===== config.mk =====
export PLATFORM = sky130hd
export DESIGN_NAME = tone_square_gen_flat
export DESIGN_NICKNAME = d
export VERILOG_FILES = /design/src/rtl/tone_square_gen_if.sv /design/src/rtl/tone_square_gen.sv /design/src/flat_wrapper.sv
export SDC_FILE = /design/constraint.sdc
export NUM_CORES = 1
export LEC_CHECK = 0
export CAP_MARGIN = 20
export CORE_UTILIZATION = 25
export DETAILED_ROUTE_END_ITERATION = 10
export PLACE_DENSITY_LB_ADDON = 0.05
export SYNTH_ARGS = -nofsm -noshare
export SYNTH_HDL_FRONTEND = slang
export SYNTH_SLANG_ARGS = --single-unit

===== constraint.sdc =====
create_clock -name clk -period 3 [get_ports clk]
set_clock_uncertainty 0.1 [all_clocks]
set_input_delay 0.75 -clock clk [delete_from_list [all_inputs] [get_ports clk]]
set_output_delay 0.75 -clock clk [all_outputs]
set_load 0.01 [all_outputs]

===== src/rtl/tone_square_gen_if.sv =====
// Bundles the tone request inputs and the generated tone/sample outputs of tone_square_gen.
// master = note decoder / sequencer side, slave = tone generator side.
interface tone_square_gen_if #(
    parameter int SAMPLE_W = 16
);
    logic [31:0]         div_in;
    logic                enable;
    logic [SAMPLE_W-1:0] volume;
    logic                tone_out;
    logic [SAMPLE_W-1:0] sample_out;
    logic                period_tick;
    logic [31:0]         active_div;

    modport master (
        output div_in, enable, volume,
        input  tone_out, sample_out, period_tick, active_div
    );

    modport slave (
        input  div_in, enable, volume,
        output tone_out, sample_out, period_tick, active_div
    );
endinterface


===== src/rtl/tone_square_gen.sv =====
// Square-wave tone generator: plays div_in clock cycles per period, adopting new dividers only at period ends.
// Optional macro TONE_DEGLITCH_EN: div_in must be stable for STABLE_CYCLES cycles before it is accepted.
module tone_square_gen #(
    parameter int SAMPLE_W      = 16,
    parameter int STABLE_CYCLES = 1024
) (
    input  logic               clk,
    input  logic               rst_n,
    tone_square_gen_if.slave   bus
);
    typedef enum logic [1:0] {IDLE, HIGH, LOW} state_t;

    localparam logic [SAMPLE_W-1:0] VOL_MAX = {1'b0, {(SAMPLE_W-1){1'b1}}};

    state_t              state_reg, state_next;
    logic [31:0]         cnt_reg, cnt_next;
    logic [31:0]         active_div_reg, active_div_next;
    logic                tone_reg, tone_next;
    logic                tick_reg, tick_next;
    logic [SAMPLE_W-1:0] sample_reg, sample_next;
    logic [SAMPLE_W-1:0] vol_clamped;
    logic [31:0]         pending_div;
    logic                pending_valid;
    logic                load_ok;
    logic [31:0]         hi_len_pending;
    logic [31:0]         lo_len_active;

    if (STABLE_CYCLES < 2) begin : g_stable_chk
        $error("STABLE_CYCLES must be at least 2");
    end

`ifdef TONE_DEGLITCH_EN
    localparam int SC_W = $clog2(STABLE_CYCLES + 1);

    logic [31:0]   div_last_reg;
    logic [31:0]   pending_reg;
    logic [SC_W-1:0] stab_cnt_reg;

    // Any change of div_in restarts the stability count; the value is accepted once the count saturates.
    always_ff @(posedge clk or negedge rst_n) begin
        if (!rst_n) begin
            div_last_reg <= '0;
            pending_reg  <= '0;
            stab_cnt_reg <= '0;
        end else if (bus.div_in != div_last_reg) begin
            div_last_reg <= bus.div_in;
            stab_cnt_reg <= '0;
        end else if (stab_cnt_reg == SC_W'(STABLE_CYCLES - 1)) begin
            pending_reg <= div_last_reg;
        end else begin
            stab_cnt_reg <= stab_cnt_reg + 1'b1;
        end
    end

    assign pending_div = pending_reg;
`else
    assign pending_div = bus.div_in;
`endif

    assign pending_valid  = |pending_div[31:1];
    assign load_ok        = bus.enable && pending_valid;
    assign hi_len_pending = pending_div >> 1;
    // Odd dividers put the extra cycle in LOW.
    assign lo_len_active  = active_div_reg - (active_div_reg >> 1);
    assign vol_clamped    = bus.volume[SAMPLE_W-1] ? VOL_MAX : bus.volume;

    always_comb begin
        state_next      = state_reg;
        cnt_next        = cnt_reg;
        active_div_next = active_div_reg;
        tone_next       = tone_reg;
        tick_next       = 1'b0;

        case (state_reg)
            IDLE: begin
                tone_next       = 1'b0;
                active_div_next = '0;
                if (load_ok) begin
                    state_next      = HIGH;
                    active_div_next = pending_div;
                    cnt_next        = hi_len_pending - 32'd1;
                    tone_next       = 1'b1;
                    tick_next       = 1'b1;
                end
            end
            HIGH: begin
                if (cnt_reg == 32'd0) begin
                    state_next = LOW;
                    cnt_next   = lo_len_active - 32'd1;
                    tone_next  = 1'b0;
                end else begin
                    cnt_next = cnt_reg - 32'd1;
                end
            end
            LOW: begin
                if (cnt_reg == 32'd0) begin
                    if (load_ok) begin
                        state_next      = HIGH;
                        active_div_next = pending_div;
                        cnt_next        = hi_len_pending - 32'd1;
                        tone_next       = 1'b1;
                        tick_next       = 1'b1;
                    end else begin
                        state_next      = IDLE;
                        active_div_next = '0;
                        cnt_next        = '0;
                        tone_next       = 1'b0;
                    end
                end else begin
                    cnt_next = cnt_reg - 32'd1;
                end
            end
            default: begin
                state_next      = IDLE;
                active_div_next = '0;
                cnt_next        = '0;
                tone_next       = 1'b0;
            end
        endcase

        // Sample follows the next tone level so it stays aligned with tone_out.
        if (state_next == IDLE) begin
            sample_next = '0;
        end else if (tone_next) begin
            sample_next = vol_clamped;
        end else begin
            sample_next = '0 - vol_clamped;
        end
    end

    always_ff @(posedge clk or negedge rst_n) begin
        if (!rst_n) begin
            state_reg      <= IDLE;
            cnt_reg        <= '0;
            active_div_reg <= '0;
            tone_reg       <= 1'b0;
            tick_reg       <= 1'b0;
            sample_reg     <= '0;
        end else begin
            state_reg      <= state_next;
            cnt_reg        <= cnt_next;
            active_div_reg <= active_div_next;
            tone_reg       <= tone_next;
            tick_reg       <= tick_next;
            sample_reg     <= sample_next;
        end
    end

    assign bus.tone_out    = tone_reg;
    assign bus.sample_out  = sample_reg;
    assign bus.period_tick = tick_reg;
    assign bus.active_div  = active_div_reg;
endmodule

===== src/flat_wrapper.sv =====
// flat-port wrapper written by rule: the top's interface ports become plain ports
module tone_square_gen_flat 
#(
    parameter int SAMPLE_W      = 16,
    parameter int STABLE_CYCLES = 1024
)
  (clk, rst_n, bus_div_in, bus_enable, bus_volume, bus_tone_out, bus_sample_out, bus_period_tick, bus_active_div);
  tone_square_gen_if #(.SAMPLE_W(SAMPLE_W)) bus_i ();
  input  logic clk;
  input  logic rst_n;
  input wire logic [$bits(bus_i.div_in)-1:0] bus_div_in;
  input wire logic [$bits(bus_i.enable)-1:0] bus_enable;
  input wire logic [$bits(bus_i.volume)-1:0] bus_volume;
  output wire logic [$bits(bus_i.tone_out)-1:0] bus_tone_out;
  output wire logic [$bits(bus_i.sample_out)-1:0] bus_sample_out;
  output wire logic [$bits(bus_i.period_tick)-1:0] bus_period_tick;
  output wire logic [$bits(bus_i.active_div)-1:0] bus_active_div;
  assign bus_i.div_in = bus_div_in;
  assign bus_i.enable = bus_enable;
  assign bus_i.volume = bus_volume;
  assign bus_tone_out = bus_i.tone_out;
  assign bus_sample_out = bus_i.sample_out;
  assign bus_period_tick = bus_i.period_tick;
  assign bus_active_div = bus_i.active_div;
  tone_square_gen #(.SAMPLE_W(SAMPLE_W), .STABLE_CYCLES(STABLE_CYCLES)) u_core (.clk(clk), .rst_n(rst_n), .bus(bus_i));
endmodule

==> metrics.md, run 1 <==
| Metric | Value |
|---|---|
| Status | complete, but fails checks |
| Failing checks | setup timing |
| Worst hold margin | 0.295 ns |
| ANT nets after route | 0 |
| FMAX | 326 MHz |
| Total negative slack | -0.146 ns |
| CTS Sinks | 84 |
| Via density per instance | 5.06 |
| LEAKAGE | 4.84 nW |
| CP max-delay cell | or3_4 |
| Reg-to-Reg Start | u_core.bus.active_div[1]$_DFFE_PN0P_ |
| Vias | 8,255 |
| Minimum clock period | 3.07 ns |
| CP bufs+invs | 2 |
| Cell with the most instances after synthesis | nand2_1 |
| Synth Area per Inst | 7.70 sq um |
| Slew Viols, Final | 0 |
| Worst R2R Setup Slack | -0.07 ns |
| Final worst slack | -0.0691 ns |
| Post-route DRC | 0 |
| Crit path largest cell delay | 0.43 ns |
| Primary FF master, synth | dfrtp_1 |
| Final #Nets | 1,333 |
| CTS H-tree depth | 3 |
| Clock root buffer | clkbuf_16 |
| Synth Net Count | 1,027 |
| Register area share after synthesis | 29.1% |
| Clk pin slew, worst setup/hold paths | 0.08 ns |
| Max rail drop VDD | 253 uV |
| Die ar. | 29,600 sq um |
| Initial DRC Count | 502 |
| Post-synth top cells | nand2_1, o21ai_0, nor2_1, dfrtp_1, a21oi_1 |
| TritonCTS clock tree | done |
| Worst-margin pin slew | 0.651 ns |
| Worst Setup Path Type | reg2reg |
| Multi-input gate area | 5340 sq um |
| Seq. cell area | 2100 sq um |
| Grt ovf | 0 |
| Tot GR Track Use | 21.5% |
| Final wirelength | 30,900 um |
| Final-report setup violation count | 3 |
| FP Rows | 61 |
| Layout cell share with drive strength beyond 1 | 29.7% |
| Distinct cells, synth | 73 |
| Hold Fails Final Rpt | 0 |
| CP Cell Sequence | inv_2, ha_4, fa_2, a21oi_4, o211a_1, or3_4, a211o_4, a21oi_2, o21ai_1, a311oi_1, buf_4, o21a_1, o21ai_1 |
| FF-to-FF End | u_core.cnt_reg[24]$_DFFE_PN0P_ |
| Data arrival, critical path | 3.21 ns |
| Reg2Reg Depth | 13 |
| Startpoint types | flop |
| Core area | 28,200 sq um |
| Number of synthesized flops with an enable pin | 0 |
| Fill count | 2,907 |
| Top Family by Delay on Critical Path | compound AO/OA/AOI/OAI gates |
| Io pins | 101 |
| Crit share post-route | 102% |
| Buffers on Ports | 100 |
| Ys async rst share | 100% |
| Maximum Capacitance Violations | 0 |
| First-pass GRT wire length | 47,800 um |
| Worst slew margin | 55.5% |
| CTS max path bufs | 2 |
| Clk_lat worst skew | 0.37 ns |
| Wire length per cell | 18.9 um |
| Core Util, Final | 39.9% |
| Yosys Warn Count | 0 |
| Largest net degree at the start of global routing | 42 |
| Initial antenna violation count | 1 |
| Crit path max fanout | 4 |
| Global placer's final weighted congestion | 0.864 |
| Drt pass-1 iters | 6 |
| Num CTS Buffers | 9 |
| Power Dens Cells | 780 nW/um^2 |
| Largest area contributor in the netlist | dfrtp_1 |
| Post-synth top area share | 29.1% |
| DP HPWL | 24,000 um |
| Worst hold path type | in2async |
| Cells after Synth | 940 |
| Initial Util | 25.7% |
| Worst Path Required | 3.14 ns |
| Die extent in x | 172 um |
| Synth area leaders | dfrtp_1, o21ai_0, ha_1 |
| Area Overhead vs Synth | 55.4% |
| Top cell by count, worst path | o21ai_1 |
| Mapped cell area | 7240 sq um |
| Die Y | 172 um |
| Vias in the first global route | 8,235 |
| Critical path endpoint category | flop |
| RSZ-0062 raised after global routing | yes |
| FF+latch count, synth | 84 |
-- worst max path at each step --
stage | start | to | cells after the start
6_report | u_core.bus.active_div[1]$_DFFE_PN0P_ | u_core.cnt_reg[24]$_DFFE_PN0P_ | 13
5_1_grt | u_core.bus.active_div[1]$_DFFE_PN0P_ | u_core.cnt_reg[24]$_DFFE_PN0P_ | 13
4_1_cts | u_core.bus.active_div[1]$_DFFE_PN0P_ | u_core.cnt_reg[28]$_DFFE_PN0P_ | 14
3_5_place_dp | bus_div_in[6] | u_core.cnt_reg[27]$_DFFE_PN0P_ | 10
3_3_place_gp | bus_div_in[6] | u_core.cnt_reg[27]$_DFFE_PN0P_ | 10
2_1_floorplan | bus_div_in[5] | u_core.bus.sample_out[6]$_DFF_PN0_ | 12
-- logic make-up after synthesis --
logic type	share of synthesized area (%)
simple gates	23.2
compound gates	26.9
buf+inv	5.05
flops	29.1
xor+xnor	9.32
fa+ha+maj	6.33
mux	0.156
-- layout make-up --
| cell class | count | area share (%) |
|---|---|---|
| Timing Repair Buffer | 338 | 25.3 |
| Clock inverter | 7 | 0.601 |
| Sequential cell | 84 | 18.7 |
| Clock buffer | 9 | 2.00 |
| Tap cell | 378 | 4.21 |
| Antenna cell | 1 | 0.0223 |
| Multi-Input combinational cell | 765 | 47.5 |
| Inverter | 48 | 1.65 |
-- layout by cell type (no fill, tap or decap), types with 14 or more instances in the layout --
cell               n
dfrtp_1           83
clkdlybuf4s50_1   68
buf_4            228
inv_1             42
nor2_1            82
xor2_1            35
ha_1              28
a21oi_1           74
a21o_1            15
nor4_1            14
nand3_1           24
nand2_1           96
xnor2_1           37
dlygate4sd2_1     16
nor3_1            28
o21ai_0           84
-- through the flow --
| step | area, sq um | worst slack (ns) | std cells | power, mW |
|---|---|---|---|---|
| 2_1_floorplan | 7300 | -0.120 | 940 | 4.65 |
| 3_3_place_gp | 10300 | -0.773 | 1590 | 6.99 |
| 3_5_place_dp | 10300 | -0.773 | 1590 | 6.96 |
| 4_1_cts | 10900 | -0.0224 | 1622 | 8.46 |
| 5_1_grt | 11200 | -0.156 | 1629 | 9.45 |
| 6_report | 11200 | -0.0691 | 1630 | 8.77 |
-- timing repair --
item / 4_1_cts / 5_1_grt
buffers inserted: 17 / 8
gates resized for setup: 89 / 78
pin swaps: 39 / 43
setup endpoints to repair: 79 / 38
hold buffers: 0 / 0
-- worst reg2reg max path: stages (launching register included) --
cell and delay (ns):
dfrtp_1 0.39, inv_2 0.08, ha_4 0.13, fa_2 0.23
a21oi_4 0.08, o211a_1 0.25, or3_4 0.43, a211o_4 0.40
a21oi_2 0.14, o21ai_1 0.07, a311oi_1 0.31, buf_4 0.18
o21a_1 0.11, o21ai_1 0.05
-- routing by layer --
metal	vias to the layer above	track usage (%)	wire, um	part of all wire [%]
met5	-	0	0	0
met4	0	3.81	331	1.1
met3	19	3.66	1310	4.2
met2	196	34.9	14300	46
met1	4009	29.9	14900	48
li1	4031	-	-	-
-- where the power goes --
| part | internal (mW) | leakage, nW | switching [mW] |
|---|---|---|---|
| logic | 2.79 | 3.64 | 2.92 |
| registers | 1.50 | 1.06 | 0.357 |
| clock network | 0.589 | 0.142 | 0.612 |
| total | 4.88 | 4.84 | 3.89 |
(Power assumes the default switching activity.)
==> run 2, diff against run 1 <==
- PLACE_DENSITY_LB_ADDON: 0.05 -> default
==> metrics.md, run 2 (synthesis gave the netlist of run 1 again) <==
| Metric | Value |
|---|---|
| Status | finished clean |
| Tot GR Track Use | 19.6% (-1.9 points) |
| Worst-margin pin slew | 0.720 ns (+0.0690 ns) |
| Critical path endpoint category | flop |
| Sequential Power Share | 21.9% (+0.7 points) |
| FP Rows | 61 (unchanged) |
| Crit path depth | 12 (-1) |
| Num CTS Buffers | 9 (unchanged) |
| TritonCTS clock tree | done |
| CTS H-tree depth | 3 (unchanged) |
| First-pass GRT wire length | 44,600 um (-6.8%) |
| Leading cell type in the layout, fill and taps excluded | buf_4 |
| Die extent in x | 172 um (unchanged) |
| Most frequent cells in the layout | buf_4, nand2_1, nor2_1, o21ai_0, dfrtp_1 |
| Clk_lat worst skew | 0.36 ns (about the same) |
| Final wirelength | 28,800 um (-6.6%) |
| Fin area | 11,100 sq um (-1.6%) |
| Vias in the first global route | 8,146 (-1.1%) |
| Clk pin slew, worst setup/hold paths | 0.07 ns (about the same) |
| FMAX | 336 MHz (+3.2%) |
| Wire length per cell | 17.9 um (-5.4%) |
| Switch Pwr | 3.65 mW (-6.0%) |
| Buffers on Ports | 100 (unchanged) |
| CTS max path bufs | 2 (unchanged) |
| Top Family by Delay on Critical Path | compound AO/OA/AOI/OAI gates |
| Die Y | 172 um (unchanged) |
| Worst slew margin | 52.0% (-3.5 points) |
| CP bufs+invs | 1 (-1) |
| Layout cell share with drive strength beyond 1 | 27.9% (-1.9 points) |
| RSZ-0062 raised after global routing | yes |
| CP max-delay cell | dfrtp_1 |
| Core area | 28,200 sq um (unchanged) |
| Top cell by count, worst path | o21ai_2 |
| Global placer's final weighted congestion | 0.935 (+8.3%) |
| Slew Viols, Final | 0 (unchanged) |
| Initial Util | 25.7% (unchanged) |
| Largest net degree at the start of global routing | 50 (+19%) |
| Initial DRC Count | 502 (unchanged) |
| Area Overhead vs Synth | 52.9% |
| Worst hold path type | in2async |
| Reg-to-Reg Start | u_core.bus.active_div[1]$_DFFE_PN0P_ |
| Crit share post-route | 99.1% (-3.2 points) |
| Max rail drop VDD | 311 uV (+23%) |
| Worst Setup Path Type | reg2reg |
| Initial antenna violation count | 1 (unchanged) |
| Core Util, Final | 39.3% (-0.64 points) |
| Clock root buffer | clkbuf_16 |
| Clock share of power | 14.5% (+0.8 points) |
| Power Dens Cells | 774 nW/um^2 (-0.79%) |
| Crit path max fanout | 5 (+1) |
| Minimum clock period | 2.97 ns (-0.0949 ns) |
| Data arrival, critical path | 3.16 ns (-0.05 ns) |
| Drt pass-1 iters | 5 (-1) |
| LEAKAGE | 4.73 nW (-2.2%) |
| Via density per instance | 5.24 (+3.4%) |
| Worst R2R Setup Slack | 0.03 ns (+0.09 ns) |
| Startpoint types | flop |
| ANT nets after route | 0 (unchanged) |
| Io pins | 101 (unchanged) |
| Die ar. | 29,600 sq um (unchanged) |
| CP Cell Sequence | inv_2, ha_4, fa_2, a21oi_2, o211a_1, or3_4, a211o_4, nand4b_1, nand2_1, o21ai_2, mux2_4, o21ai_2 |
| Reg2Reg Depth | 12 (-1) |
| Hold_buf cts | 0 (unchanged) |
| Gate power share | 63.6% (-1.5 points) |
| Post-route DRC | 0 (unchanged) |
| DP HPWL | 21,800 um (-9.4%) |
| Crit path largest cell delay | 0.40 ns (-0.03 ns) |
| CTS Sinks | 84 (unchanged) |
| Final #Nets | 1,315 (-1.4%) |
| Worst Path Required | 3.19 ns (+0.05 ns) |
| Diode count | 0 (-1) |
| Cell-internal power | 4.91 mW (+0.56%) |
| Vias | 8,429 (+2.1%) |
| Final-report setup violation count | 0 (-3) |
| Hold Fails Final Rpt | 0 (unchanged) |
| Switching part of the total | 42.7% (-1.7 points) |
| Worst hold margin | 0.347 ns (+0.0523 ns) |
| Maximum Capacitance Violations | 0 (unchanged) |
| Grt ovf | 0 (unchanged) |
| Placed cell area | 10,100 sq um (-1.9%) |
| FF-to-FF End | u_core.cnt_reg[30]$_DFFE_PN0P_ |
## run 2: final cells by class
cell class | count | area, sq um
Clock inverter | 4 | 76.3
Inverter | 48 | 185
Fill cell | 2893 | 17100
Clock buffer | 10 | 229
Multi-Input combinational cell | 765 | 5290
Tap cell | 378 | 473
Timing Repair Buffer | 320 | 2710
Sequential cell | 84 | 2100
## run 2: per-stage QoR
stage	setup WS, ns	power, mW	setup TNS (ns)	instances
after floorplan	-0.120	4.65	-0.237	940
after global placement	-0.638	6.71	-37.90	1566
after detailed placement	-0.705	6.75	-41.46	1566
after CTS	0.00178	8.27	0	1597
after global routing	-0.0995	9.13	-0.392	1609
final	0.0258	8.56	0	1609
## run 2: routing by layer
layer | track usage [%] | up-vias | routed length (um)
met5 | 0 | - | 13
met4 | 7.70 | 2 | 720
met3 | 3.30 | 44 | 1840
met2 | 32.5 | 292 | 13800
met1 | 25.2 | 4099 | 12500
li1 | - | 3992 | -
## run 2: power by group through the flow
stage	logic [mW]	registers, mW	clock network, mW
floorplan	2.74	1.90	0
global placement	4.84	1.86	0
detailed placement	4.89	1.86	0
CTS	5.16	1.86	1.25
global route	5.91	1.93	1.29
finish	5.44	1.88	1.24
## run 2: repair_timing
item	CTS	global route
setup buffers	18	13
gates cloned	0	0
pin swaps	29	30
gates resized for setup	73	79
setup endpoints to repair	74	44
## run 2: worst max-delay path by stage
| stage | startpoint | endpoint | slack (ns) |
|---|---|---|---|
| floorplan | bus_div_in[5] | u_core.bus.sample_out[6]$_DFF_PN0_ | -0.12 |
| global placement | bus_div_in[21] | u_core.bus.sample_out[6]$_DFF_PN0_ | -0.64 |
| detailed placement | bus_div_in[21] | u_core.bus.sample_out[5]$_DFF_PN0_ | -0.71 |
| CTS | u_core.bus.active_div[11]$_DFFE_PN0P_ | u_core.cnt_reg[30]$_DFFE_PN0P_ | 0.002 |
| global route | u_core.cnt_reg[18]$_DFFE_PN0P_ | u_core.cnt_reg[18]$_DFFE_PN0P_ | -0.1 |
| finish | u_core.bus.active_div[1]$_DFFE_PN0P_ | u_core.cnt_reg[30]$_DFFE_PN0P_ | 0.03 |
==> run 3, diff against run 2 <==
- TNS_END_PERCENT: default -> 20
==> metrics.md, run 3 (synthesis gave the netlist of run 1 again) <==
| Metric | Value |
|---|---|
| Status | finished clean |
| ANT nets after route | 0 (unchanged) |
| Slew Viols, Final | 0 (unchanged) |
| Layout cell share with drive strength beyond 1 | 26.0% (-1.9 points) |
| Worst hold margin | 0.299 ns (-0.0485 ns) |
| Initial antenna violation count | 1 (unchanged) |
| Hold Fails Final Rpt | 0 (unchanged) |
| Clock root buffer | clkbuf_16 |
| Leading cell type in the layout, fill and taps excluded | buf_4 |
| Clk pin slew, worst setup/hold paths | 0.07 ns (about the same) |
| Core area | 28,200 sq um (unchanged) |
| Initial Util | 25.7% (unchanged) |
| Tot GR Track Use | 19.7% (+0.090 points) |
| FP Rows | 61 (unchanged) |
| Clk_lat worst skew | 0.36 ns (about the same) |
| Area Overhead vs Synth | 50.1% |
| Initial DRC Count | 620 (+24%) |
| Pre-CTS setup slack | -0.775 ns (-0.0695 ns) |
| Crit path max fanout | 4 (-1) |
| Vias | 8,330 (-1.2%) |
| Final worst slack | 0.00890 ns (-0.0169 ns) |
| Placed cell area | 10,000 sq um (-0.56%) |
| TritonCTS clock tree | done |
| Final #Nets | 1,306 (-0.68%) |
| Worst-margin pin slew | 0.672 ns (-0.0486 ns) |
| Via density per instance | 5.19 (-0.87%) |
| Startpoint types | input pin |
| Die extent in x | 172 um (unchanged) |
| Worst hold path type | in2async |
| Power Dens Cells | 790 nW/um^2 (+2.1%) |
| Die ar. | 29,600 sq um (unchanged) |
| Worst Setup Path Type | in2reg |
| Final wirelength | 28,900 um (about the same) |
| Global placer's final weighted congestion | 0.954 (+2.0%) |
| CTS max path bufs | 2 (unchanged) |
| RSZ-0062 raised after global routing | yes |
| Minimum clock period | 2.99 ns (+0.0169 ns) |
| FMAX | 334 MHz (-0.57%) |
| Reg2Reg Depth | 12 (unchanged) |
| Most frequent cells in the layout | buf_4, nand2_1, nor2_1 |
| Buffers on Ports | 100 (unchanged) |
| Final-report setup violation count | 0 (unchanged) |
| Worst Path Required | 3.17 ns (-0.02 ns) |
| Fill count | 2,885 (-0.28%) |
| Wire length per cell | 18.0 um (+0.35%) |
| Die Y | 172 um (unchanged) |
| DP HPWL | 21,700 um (-0.19%) |
| Data arrival, critical path | 3.16 ns (about the same) |
| Maximum Capacitance Violations | 0 (unchanged) |
| Post-route DRC | 0 (unchanged) |
| Grt ovf | 0 (unchanged) |
| Hold_buf cts | 0 (unchanged) |
| Io pins | 101 (unchanged) |
| Max rail drop VDD | 328 uV (+5.4%) |
| Vias in the first global route | 8,131 (-0.18%) |
| Fin area | 10,900 sq um (-1.9%) |
| Drt pass-1 iters | 5 (unchanged) |
| Crit share post-route | 99.7% (+0.56 points) |
| CTS Sinks | 84 (unchanged) |
| Num CTS Buffers | 9 (unchanged) |
| LEAKAGE | 4.61 nW (-2.6%) |
| Core Util, Final | 38.6% (-0.73 points) |
| First-pass GRT wire length | 44,800 um (+0.62%) |
| Critical path endpoint category | flop |
| Largest net degree at the start of global routing | 38 (-24%) |
| Total negative slack | 0 ns (unchanged) |
| Worst slew margin | 54.1% (+2.1 points) |
| CTS H-tree depth | 3 (unchanged) |
## run 3: changes by cell type in the layout (fill, tap and decap cells not counted), sizes merged
cell,before,now
clkdlybuf4s50,71,72
clkbuf,18,14
diode,0,2
clkdlybuf4s15,4,3
dlymetal6s2s,6,1
clkinv,1,2
clkinvlp,1,0
dlygate4sd2,10,19
buf,221,214
## run 3: where the power goes
group,total (mW),switching [mW],leakage [nW],internal (mW)
clock network,1.25,0.516,0.151,0.733
registers,1.84,0.335,1.06,1.50
logic,5.49,2.81,3.40,2.68
## run 3: cell type report
cell class	instances	area, sq um	share of cell area [%]
antenna	2	5.00	0.0461
clock buffer	12	236	2.18
clock inverter	4	73.8	0.680
inverter	48	180	1.66
multi-input combinational	765	5190	47.8
sequential	84	2100	19.4
tap	378	473	4.36
timing repair buffer	311	2590	23.9
## run 3: what timing repair did
action	CTS	global route
buffers inserted	19	3
pin swaps	45	26
endpoints found under the setup margin	73	27
resized for setup	97	41
endpoints found under the hold margin	0	0
## run 3: worst paths after layout
kind                                                 startpoint                                    end  slack [ns]
setup / recovery                                  bus_div_in[3]         u_core.cnt_reg[21]$_DFFE_PN0P_       0.009
hold / removal                                            rst_n  u_core.bus.active_div[18]$_DFFE_PN0P_        0.30
setup reg to reg           u_core.bus.active_div[1]$_DFFE_PN0P_         u_core.cnt_reg[30]$_DFFE_PN0P_        0.04
hold reg to reg                  u_core.cnt_reg[13]$_DFFE_PN0P_         u_core.cnt_reg[13]$_DFFE_PN0P_        0.45
max in group asynchronous                                 rst_n          u_core.cnt_reg[8]$_DFFE_PN0P_        1.79
min in group clk                 u_core.cnt_reg[13]$_DFFE_PN0P_         u_core.cnt_reg[13]$_DFFE_PN0P_        0.45
## run 3: critical path, stage by stage
cell and delay (ns):
clkdlybuf4s15_1 0.18, or4_4 0.48, buf_6 0.15, nor4_4 0.25, buf_4 0.19, nand2_2 0.06, or3_1 0.42, xnor2_2 0.17
a21oi_1 0.06, a211oi_1 0.20, a211oi_1 0.07, a211oi_1 0.16
## run 3: stage by stage
stage               power [mW]  cells
finish                    8.58   1604
global route              9.17   1602
CTS                       8.39   1599
detailed placement        6.82   1565
global placement          6.78   1565
floorplan                 4.64    940
## run 3: metal layers
metal  vias to the layer above  GRT usage (%)  wire [um]
met4                         0           8.20        890
li1                       3986              -          -
met3                        51           2.86       1990
met2                       293           32.0      13400
met1                      4000           26.0      12500
met5                         -              0          0
==> patch (settings of run 1) <==
`SAMPLE_W` is set to 16 in 3 places; all go to 12.
--- a/src/rtl/tone_square_gen_if.sv
+++ b/src/rtl/tone_square_gen_if.sv
@@ -3,3 +3,3 @@
 interface tone_square_gen_if #(
-    parameter int SAMPLE_W = 16
+    parameter int SAMPLE_W = 12
 );
--- a/src/rtl/tone_square_gen.sv
+++ b/src/rtl/tone_square_gen.sv
@@ -3,3 +3,3 @@
 module tone_square_gen #(
-    parameter int SAMPLE_W      = 16,
+    parameter int SAMPLE_W      = 12,
     parameter int STABLE_CYCLES = 1024
--- a/src/flat_wrapper.sv
+++ b/src/flat_wrapper.sv
@@ -3,3 +3,3 @@
 #(
-    parameter int SAMPLE_W      = 16,
+    parameter int SAMPLE_W      = 12,
     parameter int STABLE_CYCLES = 1024
Ports: changed (resized bus_sample_out and bus_volume); port bits go from 101 to 93. No check against the original RTL was run, so the function may have changed too.
==> patch against run 1 <==
Sequential power shrank 9%; routed wire length is 2.6% higher; highest routed layer unchanged; total power up 3.9%; die area down 0.75%; setup slack better by 0.019 ns; final area rose by 2.1%; critical path type unchanged; synthesized area decreased by 0.76%; the flow still finishes with violations (negative setup slack); sequential cell count shrank 4; worst hold slack worse by 0.013 ns.
==> patch: results (changes against run 1) <==
The number of logic inverters in the finished layout came out at 46 (was 48). The capturing instance or port of the critical path is u_core.bus.sample_out[3] (was u_core.cnt_reg[24]). The multi-input combinational cell count is 735 (was 765). The clock buffer count in the final layout came to 11 (was 9).

The total iterations of the first detailed-routing run is 5 (was 6). The initial antenna violation count came out at 0 (was 1). The power drawn by the sequential cells is 1690 µW (was 1860 µW). The global-route wire length before repair came out at 48500 µm (was 47800 µm). The global-route track usage on met2 came out at 34.6% (was 34.9%). The multi-input combinational cell area came out at 5360 µm² (was 5340 µm²). The overall power after layout is 9110 µW (was 8770 µW). The number of sequential cells in the layout came out at 80 (was 84). The power spent charging and discharging nets came to 3910 µW (was 3890 µW). The slowest stage cell on the critical path is sky130_fd_sc_hd__or4_4 (was sky130_fd_sc_hd__or3_4). The routed wire length on met2 is 14100 µm (was 14300 µm). The half-perimeter wire length after placement came out at 24700 µm (was 24000 µm). The launch point of the worst reg-to-reg path is u_core.cnt_reg[16] (was u_core.bus.active_div[1]). The final setup violation count came out at 2 (was 3). Run status: finished with violations (unchanged). The number of antenna repair diodes is 0 (was 1). The routed length on met3 is 1320 µm (was 1310 µm). The post-place instance area came out at 10400 µm² (was 10300 µm²). Violated checks: negative setup slack (unchanged).

The category of cells accounting for the largest share of critical-path delay is simple AND/OR/NAND/NOR gates (was compound AO/OA/AOI/OAI gates). The all-layer global routing usage came out at 22.2% (was 21.5%). The sequential cell area came out at 2000 µm² (was 2100 µm²). The leakage power of the design is 0.00507 µW (was 0.00484 µW). The layout buffer count excluding clock buffers is 378 (was 338). The initial DRC count is 420 (was 502). The final routed wirelength across all metal layers is 31700 µm (was 30900 µm). The portion of the layout cell area used by clock cells was 2.67% (was 2.60%).

The routing usage on met1 came out at 32.4% (was 29.9%). The final RePlAce weighted congestion came out at 0.882 (was 0.864). The maximum fanout along the worst path is 3 (was 4). The largest stage delay on the critical path came to 0.45 ns (was 0.43 ns). Ranking of synthesized cells by area: sky130_fd_sc_hd__dfrtp_1 28%, sky130_fd_sc_hd__ha_1 6.1%, sky130_fd_sc_hd__xnor2_1 5.6% (was sky130_fd_sc_hd__dfrtp_1 29%, sky130_fd_sc_hd__o21ai_0 6.6%, sky130_fd_sc_hd__ha_1 6.1%). The least setup slack across all paths after layout is -0.0500 ns (was -0.0691 ns).

The via count of the first global-routing pass is 8057 (was 8235). The unique cell type count in the Yosys netlist is 82 (was 73). The worst IR drop on VDD came out at 0.257 mV (was 0.253 mV). The routed length on met1 is 15800 µm (was 14900 µm). The pin count of the biggest net entering global routing is 41 (was 42).
## patch: cell count changes after synthesis, sizes merged, moves of 5 or more
cell,before,now
nand2b,5,11
nand2,103,86
xor2,36,27
nor2,93,78
xnor2,41,46
or3,21,16
clkbuf,30,37
o21a,9,4
a21oi,84,63
nor3,32,44
a22o,1,36
o21ai,96,63
nand3,25,20
## patch: what timing repair did
action                     CTS  global route
setup endpoints to repair   74            74
gates resized for setup     93            75
setup buffers               18            12
pin swaps                   33            21
## patch: stage by stage
step                instances  TNS [ns]  worst slack, ns
floorplan                 909         0          0.00239
global placement         1589    -34.71           -0.577
detailed placement       1589    -34.06           -0.611
CTS                      1622   -0.0397          -0.0348
global route             1633     -1.18           -0.117
finish                   1633   -0.0506          -0.0500
## patch: cells by family after synthesis
kind of cell	share of synthesized area [%]
adders and majority gates	6.38
DFF	27.9
xor gates and xnor gates	8.90
muxes	0.941
AOI/OAI and AO/OA	28.4
and+or+nand+nor	22.1
buffers and inverters	5.40
